### config.mk
export PLATFORM = sky130hd
export DESIGN_NAME = mem_port_arbiter
export DESIGN_NICKNAME = d
export VERILOG_FILES = /design/src/rtl/mem_port_arbiter.sv
export SDC_FILE = /design/constraint.sdc
export NUM_CORES = 1
export LEC_CHECK = 0
export ABC_AREA = 1
export CAP_MARGIN = 10
export CORE_ASPECT_RATIO = 2
export CORE_MARGIN = 5
export CORE_UTILIZATION = 45
export DETAILED_ROUTE_END_ITERATION = 10
export GPL_TIMING_DRIVEN = 0
export PLACE_DENSITY_LB_ADDON = 0.1
export SLEW_MARGIN = 25
export SYNTH_ARGS = -nofsm -noshare
export SYNTH_HDL_FRONTEND = slang
export SYNTH_SLANG_ARGS = --single-unit
### constraint.sdc
create_clock -name clk -period 3.4 [get_ports clk]
set_input_delay 0.68 -clock clk [delete_from_list [all_inputs] [get_ports clk]]
set_output_delay 0.68 -clock clk [all_outputs]
set_load 0.01 [all_outputs]
### src/rtl/mem_port_arbiter.sv
// Shares one memory port between the instruction-fetch and data (LOAD/STOR) requesters.
// Optional round-robin arbitration on collisions: define MEM_ARB_ROUND_ROBIN_EN.
module mem_port_arbiter #(
    parameter int unsigned ADDR_W       = 16,
    parameter int unsigned DATA_W       = 16,
    parameter int unsigned READ_LATENCY = 1
) (
    input  logic              clk,
    input  logic              reset,
    input  logic              if_req,
    input  logic [ADDR_W-1:0] if_addr,
    output logic              if_gnt,
    output logic              if_rvalid,
    output logic [DATA_W-1:0] if_rdata,
    input  logic              d_req,
    input  logic              d_we,
    input  logic [ADDR_W-1:0] d_addr,
    input  logic [DATA_W-1:0] d_wdata,
    output logic              d_gnt,
    output logic              d_rvalid,
    output logic [DATA_W-1:0] d_rdata,
    output logic [ADDR_W-1:0] mem_addr,
    output logic [DATA_W-1:0] mem_wdata,
    output logic              mem_we,
    output logic              mem_re,
    input  logic [DATA_W-1:0] mem_rdata,
    output logic              busy
);

    localparam int unsigned CNT_W = 3;
    localparam logic [CNT_W-1:0] CNT_LAST = CNT_W'((READ_LATENCY > 1) ? READ_LATENCY - 2 : 0);

    typedef enum logic [1:0] {S_IDLE, S_ISSUE, S_WAIT, S_RESP} state_e;

    state_e              state_q, state_d;
    logic [CNT_W-1:0]    cnt_q, cnt_d;
    logic                sel_data_q, sel_data_d;
    logic                we_q, we_d;
    logic                if_gnt_q, if_gnt_d, d_gnt_q, d_gnt_d;
    logic                if_rvalid_q, if_rvalid_d, d_rvalid_q, d_rvalid_d;
    logic [DATA_W-1:0]   if_rdata_q, if_rdata_d, d_rdata_q, d_rdata_d;
    logic [ADDR_W-1:0]   mem_addr_q, mem_addr_d;
    logic [DATA_W-1:0]   mem_wdata_q, mem_wdata_d;
    logic                mem_we_q, mem_we_d, mem_re_q, mem_re_d;
    logic                busy_q, busy_d;
    logic                accept, latch, pick_data;
`ifdef MEM_ARB_ROUND_ROBIN_EN
    logic                last_data_q, last_data_d;
`endif

    // State and output registers
    always_ff @(posedge clk or negedge reset) begin
        if (!reset) begin
            state_q     <= S_IDLE;
            cnt_q       <= '0;
            sel_data_q  <= 1'b0;
            we_q        <= 1'b0;
            if_gnt_q    <= 1'b0;
            d_gnt_q     <= 1'b0;
            if_rvalid_q <= 1'b0;
            d_rvalid_q  <= 1'b0;
            if_rdata_q  <= '0;
            d_rdata_q   <= '0;
            mem_addr_q  <= '0;
            mem_wdata_q <= '0;
            mem_we_q    <= 1'b0;
            mem_re_q    <= 1'b0;
            busy_q      <= 1'b0;
`ifdef MEM_ARB_ROUND_ROBIN_EN
            last_data_q <= 1'b0;
`endif
        end else begin
            state_q     <= state_d;
            cnt_q       <= cnt_d;
            sel_data_q  <= sel_data_d;
            we_q        <= we_d;
            if_gnt_q    <= if_gnt_d;
            d_gnt_q     <= d_gnt_d;
            if_rvalid_q <= if_rvalid_d;
            d_rvalid_q  <= d_rvalid_d;
            if_rdata_q  <= if_rdata_d;
            d_rdata_q   <= d_rdata_d;
            mem_addr_q  <= mem_addr_d;
            mem_wdata_q <= mem_wdata_d;
            mem_we_q    <= mem_we_d;
            mem_re_q    <= mem_re_d;
            busy_q      <= busy_d;
`ifdef MEM_ARB_ROUND_ROBIN_EN
            last_data_q <= last_data_d;
`endif
        end
    end

    // Next state and next output values; every edge that lands in IDLE also samples requests
    always_comb begin
        state_d     = state_q;
        cnt_d       = cnt_q;
        sel_data_d  = sel_data_q;
        we_d        = we_q;
        if_gnt_d    = 1'b0;
        d_gnt_d     = 1'b0;
        if_rvalid_d = 1'b0;
        d_rvalid_d  = 1'b0;
        if_rdata_d  = if_rdata_q;
        d_rdata_d   = d_rdata_q;
        mem_addr_d  = '0;
        mem_wdata_d = '0;
        mem_we_d    = 1'b0;
        mem_re_d    = 1'b0;
        accept      = 1'b0;
        latch       = 1'b0;
`ifdef MEM_ARB_ROUND_ROBIN_EN
        last_data_d = last_data_q;
        pick_data   = d_req && (!if_req || !last_data_q);
`else
        pick_data   = d_req;
`endif

        case (state_q)
            S_IDLE: accept = 1'b1;
            S_ISSUE: begin
                if (we_q) begin
                    state_d = S_IDLE;
                    accept  = 1'b1;
                end else if (READ_LATENCY <= 1) begin
                    state_d = S_RESP;
                    latch   = 1'b1;
                end else begin
                    state_d = S_WAIT;
                    cnt_d   = '0;
                end
            end
            S_WAIT: begin
                if (cnt_q == CNT_LAST) begin
                    state_d = S_RESP;
                    latch   = 1'b1;
                end else begin
                    cnt_d = cnt_q + CNT_W'(1);
                end
            end
            S_RESP: begin
                state_d = S_IDLE;
                accept  = 1'b1;
            end
            default: state_d = S_IDLE;
        endcase

        // Read data lands on the edge it is valid at the memory port
        if (latch) begin
            if (sel_data_q) begin
                d_rdata_d  = mem_rdata;
                d_rvalid_d = 1'b1;
            end else begin
                if_rdata_d  = mem_rdata;
                if_rvalid_d = 1'b1;
            end
        end

        if (accept && (if_req || d_req)) begin
            state_d    = S_ISSUE;
            sel_data_d = pick_data;
            we_d       = pick_data && d_we;
`ifdef MEM_ARB_ROUND_ROBIN_EN
            last_data_d = pick_data;
`endif
            if (pick_data) begin
                d_gnt_d    = 1'b1;
                mem_addr_d = d_addr;
                if (d_we) begin
                    mem_we_d    = 1'b1;
                    mem_wdata_d = d_wdata;
                end else begin
                    mem_re_d = 1'b1;
                end
            end else begin
                if_gnt_d   = 1'b1;
                mem_addr_d = if_addr;
                mem_re_d   = 1'b1;
            end
        end

        busy_d = (state_d != S_IDLE);
    end

    assign if_gnt    = if_gnt_q;
    assign if_rvalid = if_rvalid_q;
    assign if_rdata  = if_rdata_q;
    assign d_gnt     = d_gnt_q;
    assign d_rvalid  = d_rvalid_q;
    assign d_rdata   = d_rdata_q;
    assign mem_addr  = mem_addr_q;
    assign mem_wdata = mem_wdata_q;
    assign mem_we    = mem_we_q;
    assign mem_re    = mem_re_q;
    assign busy      = busy_q;

endmodule

==> impl_results.md <==
* Status: finished clean
* Max layer used: met4
* CP endpoint kind: primary output
* Slew Limit Fails at 0
* Met2 Wirelength at slightly below 5 mm
* Worst setup margin at roughly 1.5 ns
* Routed Antenna Nets at 0
* Initial antenna violation count at 0
* Routed len/inst at 14.8 um
* CTS hold repair buffers at 0
* Worst Skew at 0.00394 ns
* CTS Sinks at between 70 and 80
* RePlAce Congestion at between 0.8 and 0.9
* HP Class: in -> async
* Post-CTS sizing at 0
* Crit Path Category: reg -> out
* Vias in the first global route at approximately 2900
* Clk pin slew, worst setup/hold paths at approximately 0.06 ns
* Slew HR at 0.663
* Area growth from synthesis to layout at 57.3%
* # H-tree levels at 3
* First-pass GRT wire length at around 14 mm
* CTS tree: built
* Hpwl dp at ~6.6 mm
* Fillers at 600
* Maxcap violations at 0
* Setup violations, final at 0
* Sequential share of the synthesized area at 0.620
* Total grt overflow at 0
* Final Cycle Share at 0.569
* Worst slew pin tran at ~0.51 ns
* Syn nets at 402
* Routed WL at about 8.5 mm
* Syn Area/Cell at about 9.6 um2
* Maximum buffer depth of the clock tree at 2
* RSZ-0062 raised after global routing: false
* Drt first pass iters at 4
* Worst-path cell chain: clkdlybuf4s50_1
* Mapped Area at 0.00315 mm2
* Setup TNS at 0 ns
* Max FO, Critical Path at 2
* DRT iter0 DRCs at roughly 150
* Final Hold Fails at 0
* DIE WIDTH at between 60 and 70 um
* Startpoint types: flop
* Ys Warns at 0
* Worst skew pair latency at roughly 0.33 ns
* Die Footprint at a little under 0.009 mm2
* CP max stage cell: clkdlybuf4s50_1
* Fraction of layout cells with a size suffix above 1 at 0.0725
* Metal3 WL at between 600 and 700 um
* CORE AREA at 0.00689 mm2
* Routed vias at about 2800
* CP required at about 2.7 ns
* Max Fclk at ~520 MHz
* Pin count of the biggest net entering global routing at 55
* Buf/Inv on CP at 1
* DIE HEIGHT at approximately 130 um
* Cell variety after synth at 19
* CTS Buf Count at 9
* Synthesized flop and latch total at 78
* Boundary Pins at 140
* Crit-path max cell delay at ~0.55 ns
* CTS root buffer: clkbuf_16
* Critical path's top delay family: buffers and inverters
* Hold slack at 0.259 ns
* M1 WL at 2.67 mm
* DP Worst Slack at 1.53 ns
* LEAKAGE at 0.00243 uW
* Fin nets at between 500 and 600
* DR vias/cell at just under 5
* Tmin final at 1.94 ns
* Port buffer count at between 100 and 150
* Initial core utilization at 0.457
* GRT Overall Usage at 0.196
* CP Data Arrival Time at ~1.3 ns
* Pwr per Cell Area at between 800 and 900 mW/mm2
* Antenna diodes at 0
* Post-Synthesis Cells at ~330
* Row count at 43
* Post-route DRC violation count at 0
* VDD IR max at between 500 and 600 uV
* Number of setup buffers added after CTS at 0
routing by layer:
metal / vias up / GRT usage
met5: - / 0
met3: 19 / 0.0714
li1: 1345 / -
met1: 1305 / 0.176
met2: 109 / 0.374
met4: 0 / 0.0955
cell usage in the layout (no fill, tap or decap):
cell type and count:
a21oi_1 21, buf_16 1, buf_2 4, buf_4 7, buf_6 3, bufinv_16 1, clkbuf_1 8, clkbuf_16 9
clkdlybuf4s50_1 137, clkinv_2 2, clkinvlp_4 1, dfrtp_1 78, ha_1 5, inv_1 30, inv_2 2, nand2_1 109
nand2_2 1, nand2_4 1, nand3_1 2, nand3_2 1, nand3_4 2, nand4_1 33, nor2_1 21, o21ai_0 3
xor2_1 1
flip-flops by register name, summed over array words and instances (netlist names):
signal / count
mem_we: 1
d_gnt: 1
mem_addr: 16
sel_data_q: 1
cnt_q: 3
mem_re: 1
d_rdata: 16
if_rdata: 16
we_q: 1
mem_wdata: 16
busy: 1
if_rvalid: 1
if_gnt: 1
d_rvalid: 1
state_q: 2
Yosys cell counts:
library cell  instances  area [um2]
a21oi_1              21         105
buf_2                 4        20.0
buf_4                 6        45.0
buf_6                 3        33.8
clkbuf_1              5        18.8
dfrtp_1              78        1950
ha_1                  5        62.6
inv_1                30         113
inv_2                 2        7.51
nand2_1             109         409
nand2_2               1        6.26
nand2_4               1        11.3
nand3_1               2        10.0
nand3_2               1        10.0
nand3_4               2        35.0
nand4_1              33         206
nor2_1               21        78.8
o21ai_0               3        15.0
xor2_1                1        8.76
final timing paths:
kind,end,slack (ns),start,cells past startpoint
max reg2reg,mem_wdata[8],1.68,state_q[0],7
max in group asynchronous,if_rdata[8],2.57,reset,2
min reg2reg,if_rdata[15],0.47,if_rdata[15],2
min in group clk,if_rdata[15],0.47,if_rdata[15],2
max,d_rdata[6],1.46,d_rdata[6],1
min,if_rvalid,0.26,reset,1
per-stage QoR:
stage | cells | util | area [um2] | power [uW]
final | 573 | 0.719 | 4950 | 4390
after global routing | 573 | 0.719 | 4950 | 4670
after CTS | 573 | 0.719 | 4950 | 4440
after detailed placement | 557 | 0.678 | 4670 | 3500
after global placement | 556 | 0.674 | 4640 | 3430
after floorplan | 328 | - | 3150 | 2470
power by group:
group / total, uW / switching, uW / internal (uW)
registers: 1430 / 152 / 1280
clock network: 915 / 349 / 566
logic: 2040 / 1100 / 947
total: 4390 / 1600 / 2790
cell families after synthesis:
family	count (synthesis)	synth area share
AO/OA/AOI/OAI	24	0.0382
buffers and inverters	50	0.0755
adder cells (fa/ha/maj)	5	0.0199
XOR/XNOR	1	0.00278
AND/OR/NAND/NOR	170	0.244
flip-flops	78	0.620
area by class of cell:
type                            count  area (um2)  area share
Clock buffer                       12         236      0.0478
Buffer                             18         118      0.0238
Tap cell                           90         113      0.0227
Sequential cell                    78        1950       0.394
Multi-Input combinational cell    200         958       0.194
Timing Repair Buffer              139        1410       0.284
Clock inverter                      4        47.5     0.00960
Inverter                           32         120      0.0243
Power figures use the tool's default switching activity.
